--- src/rtl/arc4_ctrl.sv ---
// arc4_ctrl: top-level sequencer for the ARC4 engine. Runs the init, ksa and
// prga children in order, owns the shared S-memory port on their behalf and
// aborts any phase that stays busy longer than TIMEOUT cycles.
//
// state       | meaning
// ------------+-----------------------------------------------------------
// IDLE        | rdy=1, waiting for en; S-memory port driven to zero
// INIT_GO     | waiting for init_rdy, then issue one init_en pulse
// INIT_WAIT   | init child busy; first cycle ignores init_rdy
// KSA_GO      | waiting for ksa_rdy, then issue one ksa_en pulse
// KSA_WAIT    | ksa child busy; first cycle ignores ksa_rdy
// PRGA_GO     | waiting for prga_rdy, then issue one prga_en pulse
// PRGA_WAIT   | prga child busy; first cycle ignores prga_rdy
module arc4_ctrl #(
  parameter logic [15:0] TIMEOUT = 16'hFFFF
) (
  input  logic       clk,
  input  logic       rst,
  input  logic       en,
  output logic       rdy,
  output logic       err,

  output logic       init_en,
  input  logic       init_rdy,
  input  logic [7:0] init_addr,
  input  logic [7:0] init_wrdata,
  input  logic       init_wren,

  output logic       ksa_en,
  input  logic       ksa_rdy,
  input  logic [7:0] ksa_addr,
  input  logic [7:0] ksa_wrdata,
  input  logic       ksa_wren,

  output logic       prga_en,
  input  logic       prga_rdy,
  input  logic [7:0] prga_addr,
  input  logic [7:0] prga_wrdata,
  input  logic       prga_wren,

  output logic [7:0] s_addr,
  output logic [7:0] s_wrdata,
  output logic       s_wren
);

  typedef enum logic [2:0] {
    IDLE      = 3'd0,
    INIT_GO   = 3'd1,
    INIT_WAIT = 3'd2,
    KSA_GO    = 3'd3,
    KSA_WAIT  = 3'd4,
    PRGA_GO   = 3'd5,
    PRGA_WAIT = 3'd6
  } state_t;

  state_t      r_state;
  state_t      w_next;
  logic [15:0] r_wd;
  logic        r_err;
  logic        r_wait_first;
  logic        r_init_en;
  logic        r_ksa_en;
  logic        r_prga_en;

  logic        w_timeout;
  logic        w_init_go;
  logic        w_ksa_go;
  logic        w_prga_go;
  logic        w_set_err;
  logic        w_clr_err;
  logic        w_enter_go;
  logic        w_in_phase;

  // The watchdog has hit its limit; completion in the same cycle still wins.
  assign w_timeout  = (r_wd == TIMEOUT);
  assign w_in_phase = (r_state != IDLE);

  assign rdy     = (r_state == IDLE);
  assign err     = r_err;
  assign init_en = r_init_en;
  assign ksa_en  = r_ksa_en;
  assign prga_en = r_prga_en;

  // Next-state decision: GO waits for the child to be ready, WAIT waits for it
  // to come back ready (skipping the first cycle, where rdy is still stale).
  always_comb begin
    w_next    = r_state;
    w_init_go = 1'b0;
    w_ksa_go  = 1'b0;
    w_prga_go = 1'b0;
    w_set_err = 1'b0;
    w_clr_err = 1'b0;
    case (r_state)
      IDLE: begin
        if (en) begin
          w_next    = INIT_GO;
          w_clr_err = 1'b1;
        end
      end
      INIT_GO: begin
        if (init_rdy) begin
          w_next    = INIT_WAIT;
          w_init_go = 1'b1;
        end else if (w_timeout) begin
          w_next    = IDLE;
          w_set_err = 1'b1;
        end
      end
      INIT_WAIT: begin
        if (!r_wait_first && init_rdy) begin
          w_next = KSA_GO;
        end else if (w_timeout) begin
          w_next    = IDLE;
          w_set_err = 1'b1;
        end
      end
      KSA_GO: begin
        if (ksa_rdy) begin
          w_next   = KSA_WAIT;
          w_ksa_go = 1'b1;
        end else if (w_timeout) begin
          w_next    = IDLE;
          w_set_err = 1'b1;
        end
      end
      KSA_WAIT: begin
        if (!r_wait_first && ksa_rdy) begin
          w_next = PRGA_GO;
        end else if (w_timeout) begin
          w_next    = IDLE;
          w_set_err = 1'b1;
        end
      end
      PRGA_GO: begin
        if (prga_rdy) begin
          w_next    = PRGA_WAIT;
          w_prga_go = 1'b1;
        end else if (w_timeout) begin
          w_next    = IDLE;
          w_set_err = 1'b1;
        end
      end
      PRGA_WAIT: begin
        if (!r_wait_first && prga_rdy) begin
          w_next = IDLE;
        end else if (w_timeout) begin
          w_next    = IDLE;
          w_set_err = 1'b1;
        end
      end
      default: begin
        w_next = IDLE;
      end
    endcase
  end

  // Detect the edge on which a new GO state is entered (restarts the watchdog).
  always_comb begin
    w_enter_go = 1'b0;
    if ((w_next == INIT_GO) || (w_next == KSA_GO) || (w_next == PRGA_GO)) begin
      w_enter_go = (w_next != r_state);
    end
  end

  // State register.
  always_ff @(posedge clk) begin
    if (rst) begin
      r_state <= IDLE;
    end else begin
      r_state <= w_next;
    end
  end

  // Watchdog: restarts on each GO entry, counts through GO/WAIT, saturates.
  always_ff @(posedge clk) begin
    if (rst) begin
      r_wd <= 16'd0;
    end else if (w_enter_go || (w_next == IDLE)) begin
      r_wd <= 16'd0;
    end else if (w_in_phase && !w_timeout) begin
      r_wd <= r_wd + 16'd1;
    end
  end

  // Sticky error flag, cleared only by an accepted start or reset.
  always_ff @(posedge clk) begin
    if (rst) begin
      r_err <= 1'b0;
    end else if (w_clr_err) begin
      r_err <= 1'b0;
    end else if (w_set_err) begin
      r_err <= 1'b1;
    end
  end

  // Registered one-cycle start pulses and the first-WAIT-cycle marker.
  always_ff @(posedge clk) begin
    if (rst) begin
      r_init_en    <= 1'b0;
      r_ksa_en     <= 1'b0;
      r_prga_en    <= 1'b0;
      r_wait_first <= 1'b0;
    end else begin
      r_init_en    <= w_init_go;
      r_ksa_en     <= w_ksa_go;
      r_prga_en    <= w_prga_go;
      r_wait_first <= w_init_go | w_ksa_go | w_prga_go;
    end
  end

  // Shared S-memory mux: only the child owning the current phase gets through.
  always_comb begin
    s_addr   = 8'd0;
    s_wrdata = 8'd0;
    s_wren   = 1'b0;
    case (r_state)
      INIT_GO, INIT_WAIT: begin
        s_addr   = init_addr;
        s_wrdata = init_wrdata;
        s_wren   = init_wren;
      end
      KSA_GO, KSA_WAIT: begin
        s_addr   = ksa_addr;
        s_wrdata = ksa_wrdata;
        s_wren   = ksa_wren;
      end
      PRGA_GO, PRGA_WAIT: begin
        s_addr   = prga_addr;
        s_wrdata = prga_wrdata;
        s_wren   = prga_wren;
      end
      default: begin
        s_addr   = 8'd0;
        s_wrdata = 8'd0;
        s_wren   = 1'b0;
      end
    endcase
  end

endmodule

--- config.mk ---
export PLATFORM = sky130hd
export DESIGN_NAME = arc4_ctrl
export DESIGN_NICKNAME = d
export VERILOG_FILES = /design/src/rtl/arc4_ctrl.sv
export SDC_FILE = /design/constraint.sdc
export NUM_CORES = 1
export LEC_CHECK = 0
export BUFFER_PORTS_ARGS = -buffer_cell sky130_fd_sc_hd__buf_2
export CAP_MARGIN = 20
export CORE_MARGIN = 2
export CORE_UTILIZATION = 45
export DETAILED_ROUTE_END_ITERATION = 8
export PLACE_DENSITY = 0.77
export SLEW_MARGIN = 10
export SYNTH_ARGS = -nofsm -noshare
export SYNTH_HDL_FRONTEND = slang
export SYNTH_SLANG_ARGS = --single-unit
--- constraint.sdc ---
create_clock -name clk -period 2.55 [get_ports clk]
set_clock_uncertainty 0.05 [all_clocks]
set_input_delay 0.51 -clock clk [delete_from_list [all_inputs] [get_ports clk]]
set_output_delay 0.51 -clock clk [all_outputs]
set_load 0.02 [all_outputs]
# Yosys cells after proc, flatten, opt, wreduce, memory -nomap -nowiden
# Index checks and enable logic that the tools add are counted.
# word_totals
reg_bits	24
inputBits	57
output_inout_bits	22
elab_cells	67
# classes
n_addsub	1
n_eq_ne	11
mux	29
bitwise	2
reduce_logical	17
# op_table
cell	n
one-hot mux 8 bit (3 select lines)	2
2-to-1 mux 3 bit	8
one-hot mux 3 bit (7 select lines)	1
adder 16 x 1 -> 16 bit (second input constant)	1
equality test 16 bit (second input constant)	1
2-to-1 mux 1 bit	16
equality test 3 bit (second input constant)	4
OR reduction 2 bit	5
equality test 3 x 2 -> 1 bit (second input constant)	3
equality test 3 x 1 -> 1 bit (second input constant)	2
logical NOT 3 bit	2
one-hot mux 1 bit (6 select lines)	1
logical AND 1 bit	4
logical OR 1 bit	3
inequality test 3 bit	1
one-hot mux 1 bit (3 select lines)	1
nonzero test 3 bit	1
logical NOT 1 bit	2
bitwise OR 1 bit	2

# Longest topological paths before layout
# depth
depth_word	10
mapped_depth	7

# Worst setup path after synthesis
# No wires, ideal clock.
# synth_timing
kind	register to output
start	register r_state[2]
end	output s_addr[0]
arrival_time_ns	1.643
t_required_ns	1.990
path_slack_ns	0.347
path_stages_with_launch	5
n_path_buf	2
path_cell_list	dfxtp_1 -> buf_2 -> buf_1 -> mux2i_1 -> o21ai_0
# synth_between
elab_chain_len	3
elab_cells_between_ends	10
cone_classes	eq/ne (6); mux (1); reduce/logical (3)
# synth_rtl
item	line	text
start, declared	56	state_t r_state;
start signal, assigned	170	r_state <= w_next;
equality test 3 bit, or another cell as far along	216	case (r_state)
OR reduction 2 bit	216	
one-hot mux 8 bit (3 select lines) *	216	
end, declared	41	output logic [7:0] s_addr,
# Mark *: on every way between the ends. The rest lies on a longest branch, timed or not.

# Worst setup path in the final report
# layout_timing
start	register r_state[2]
end	output s_wrdata[1]
# layout_between
elab_chain_len	3
elab_cells_between_ends	10
cone_classes	eq/ne (6); mux (1); reduce/logical (3)
# layout_rtl
item	line	text
equality test 3 bit, or another cell as far along	216	
OR reduction 2 bit	216	
one-hot mux 8 bit (3 select lines) *	216	
end, declared	42	output logic [7:0] s_wrdata,
# Marked as above.

==> impl_results.md <==
* CTS tree: yes
* Final TNS setup at 0 ns
* Setup violations, final at 0
* Worst slew pin tran at 0.676 ns
* Detailed placement HPWL at 3370 µm
* Async S/R FF share, synth at 0%
* Max-cap viol count at 0
* Clock slew at reported path FFs at 0.08 ns
* Clk sink count at 24
* Hold-fix buffers, CTS at 0
* N_diodes at 0
* Die ar. at 4350 µm²
* Count of pins over their slew limit at 0
* Unrepaired setup endpoints after global routing: no
* Vias in the first global route at 1579
* Final Hold Vio Count at 0
* Power Density at 463 nW/µm²
* Num CTS Buffers at 3
* Main synth FF type: dfxtp_1
* Startpoint types: flip-flop
* Number of synthesized flops with an enable pin at 0
* Synth top area cells: dfxtp_1 28%, mux2i_1 12%, o21ai_0 6.7%, nand2_1 6.3%, nor2_1 4.3%
* TritonRoute pass-1 iters at 4
* Max-slew headroom at 54.8%
* Status: complete, no violations
* Initial drt markers at 140
* YS warnings at 0
* Area Overhead vs Synth at 28.7%
* GRT Total Usage at 19.4%
* Total number of vias at 1898
* Pleak at 0.915 nW
* Clock tree buffer depth at 2
* First-pass GRT wire length at 6750 µm
* Cell Area, Placed at 2160 µm²
* Fraction of layout cells with a size suffix above 1 at 33.2%
* CP Data Required Time at 1.99 ns
* Final worst setup slack at 0.246 ns
* Core area at 3690 µm²
* Via density at 5.49
* FMAX at 434 MHz
* Area leader, netlist: dfxtp_1
* Critical path capture point type: primary output
* Tot Pwr at 1.03 mW
* Row cnt at 22
* Crit path time final at 2.30 ns
* Routability cong. at 0.948
* Min-Delay Path Class: in2reg
* Postcts setup bufs at 0
* Placed cells at 342
* Synth Register Bits at 24
* Mapped cell area at 1730 µm²
* Die Span X at 66.0 µm
* Cells after Synth at 221
* Sequential area share after synthesis at 27.8%
* ANT nets after route at 0
* DR WL/cell at 12.6 µm
* Final Routed Wirelength at 4360 µm
* Reg2reg setup slack at 0.52 ns
* Initial antenna violation count at 0
* Fin crit share at 90.4%
* Syn_area_per_cell at 7.82 µm²
* Layout Cells excl Fill at 346
* Maximum vdd drop at 0.198 mV
* Initial Util at 46.9%
* Synth Net Count at 279
* Largest net degree at the start of global routing at 18
* Latest clock arrival within the worst-skew pair at 0.27 ns
* Total grt overflow at 0
* Num ports at 79
* Dpl ws at 0.146 ns
* H-tree depth at 1
* Critical-path maximum fanout at 17
* DRC Markers at 0
* CP arrival at 1.74 ns
* Post-synth cell types at 44
* WS Path Type: reg2out
* Final instance area at 2220 µm²
* Post-synth top area share at 27.8%
* Die height at 66.0 µm
* CTS root buf: clkbuf_8
* Layout Nets at 357
* Number of port buffers at 78
==> Yosys cell counts, types with 3 or more instances <==
cell type	number
nand2b_1	5
buf_2	4
xor2_1	8
and3_1	3
a21oi_1	10
nand2_1	29
o21ai_0	23
nand4_1	3
nor2b_1	4
a31oi_1	3
xnor2_1	4
dfxtp_1	24
nor2_1	20
clkbuf_1	3
nor3_1	5
nand3_1	4
inv_1	5
mux2i_1	20
nor3b_1	4
and4_1	4
a211oi_1	3
==> final cells by class <==
cell class                 count  area, µm²
inverter                       6       25.0
tap                           48       60.1
multi-input combinational    180       1170
timing repair buffer          84        435
fill                         344       1460
sequential                    24        483
clock buffer                   4       55.1
==> path summary, 6_finish.rpt <==
| kind | cells after the start | from | end |
|---|---|---|---|
| worst max-delay path | 6 | r_state[2] | s_wrdata[1] |
| worst min-delay path | 2 | en | err |
| worst max register to register | 5 | r_wd[6] | r_wd[4] |
| worst min register to register | 2 | r_wd[13] | r_wd[13] |
==> routing by layer <==
metal  part of all wire, %  GRT usage, %  vias up
li1                      -             -      956
met1                    46          25.6      861
met2                    47          32.4       76
met3                   6.1          2.04        5
met4                   1.0          7.40        0
met5                     0             0        -
==> repair_timing <==
| item | CTS | global route |
|---|---|---|
| hold endpoints to repair | 0 | 0 |
| resized for setup | 1 | 2 |
| pin swaps | 0 | 0 |
| endpoints found under the setup margin | 17 | 16 |
==> registers in the layout, indices dropped and copies added (netlist names) <==
signal,cells
err,1
init_en,1
ksa_en,1
prga_en,1
r_state,3
r_wait_first,1
r_wd,16
==> per-stage QoR <==
step | hold slack, ns | util [%]
final | 0.407 | 60.3
after global routing | 0.433 | 60.3
after CTS | 0.406 | 60.2
after detailed placement | 0.426 | 58.5
after global placement | 0.412 | 58.5
after floorplan | 0.398 | -
==> cells in the final DEF (no fill, tap or decap), types with 2 or more instances in the layout <==
master,netlist,layout
mux2i_1,20,20
buf_4,1,6
nor3b_1,4,4
inv_1,5,5
nand2b_1,5,5
o21ai_0,23,23
nand3b_1,2,2
nand2_1,29,29
xnor2_1,4,3
buf_2,4,78
nand4_1,3,3
a21oi_1,10,10
nor2b_1,4,4
nor3_1,5,5
a211oi_1,3,3
and4_1,4,4
nor4_1,2,2
o21a_1,2,2
xor2_1,8,8
or4_1,2,2
nand3_1,4,4
and3_1,3,3
o2111ai_1,2,2
nor2_1,20,20
clkbuf_8,0,4
dfxtp_2,0,2
o22ai_1,2,2
a31oi_1,3,3
o211ai_1,2,2
o221ai_1,2,2
dfxtp_1,24,22
o31ai_1,2,2
==> report_power, final <==
part           internal, mW  switching, mW  total [mW]
sequential            0.383         0.0189       0.402
clock                 0.138          0.126       0.264
combinational         0.148          0.217       0.366
==> cells by family after synthesis <==
kind of cell	count (synthesis)	synth area share (%)
AO/OA/AOI/OAI	56	21.2
XOR/XNOR	12	6.08
adder cells (fa/ha/maj)	1	0.723
buffers and inverters	17	5.21
flip-flops	24	27.8
multiplexers	20	11.6
AND/OR/NAND/NOR	91	27.4
==> critical path, stage by stage, from the launching register on <==
cell and delay (ns):
dfxtp_1 0.50, nand2b_1 0.23, mux2i_1 0.18, buf_4 0.23
nand2_1 0.07, o21ai_0 0.08, buf_2 0.19
Power figures use the tool's default switching activity.
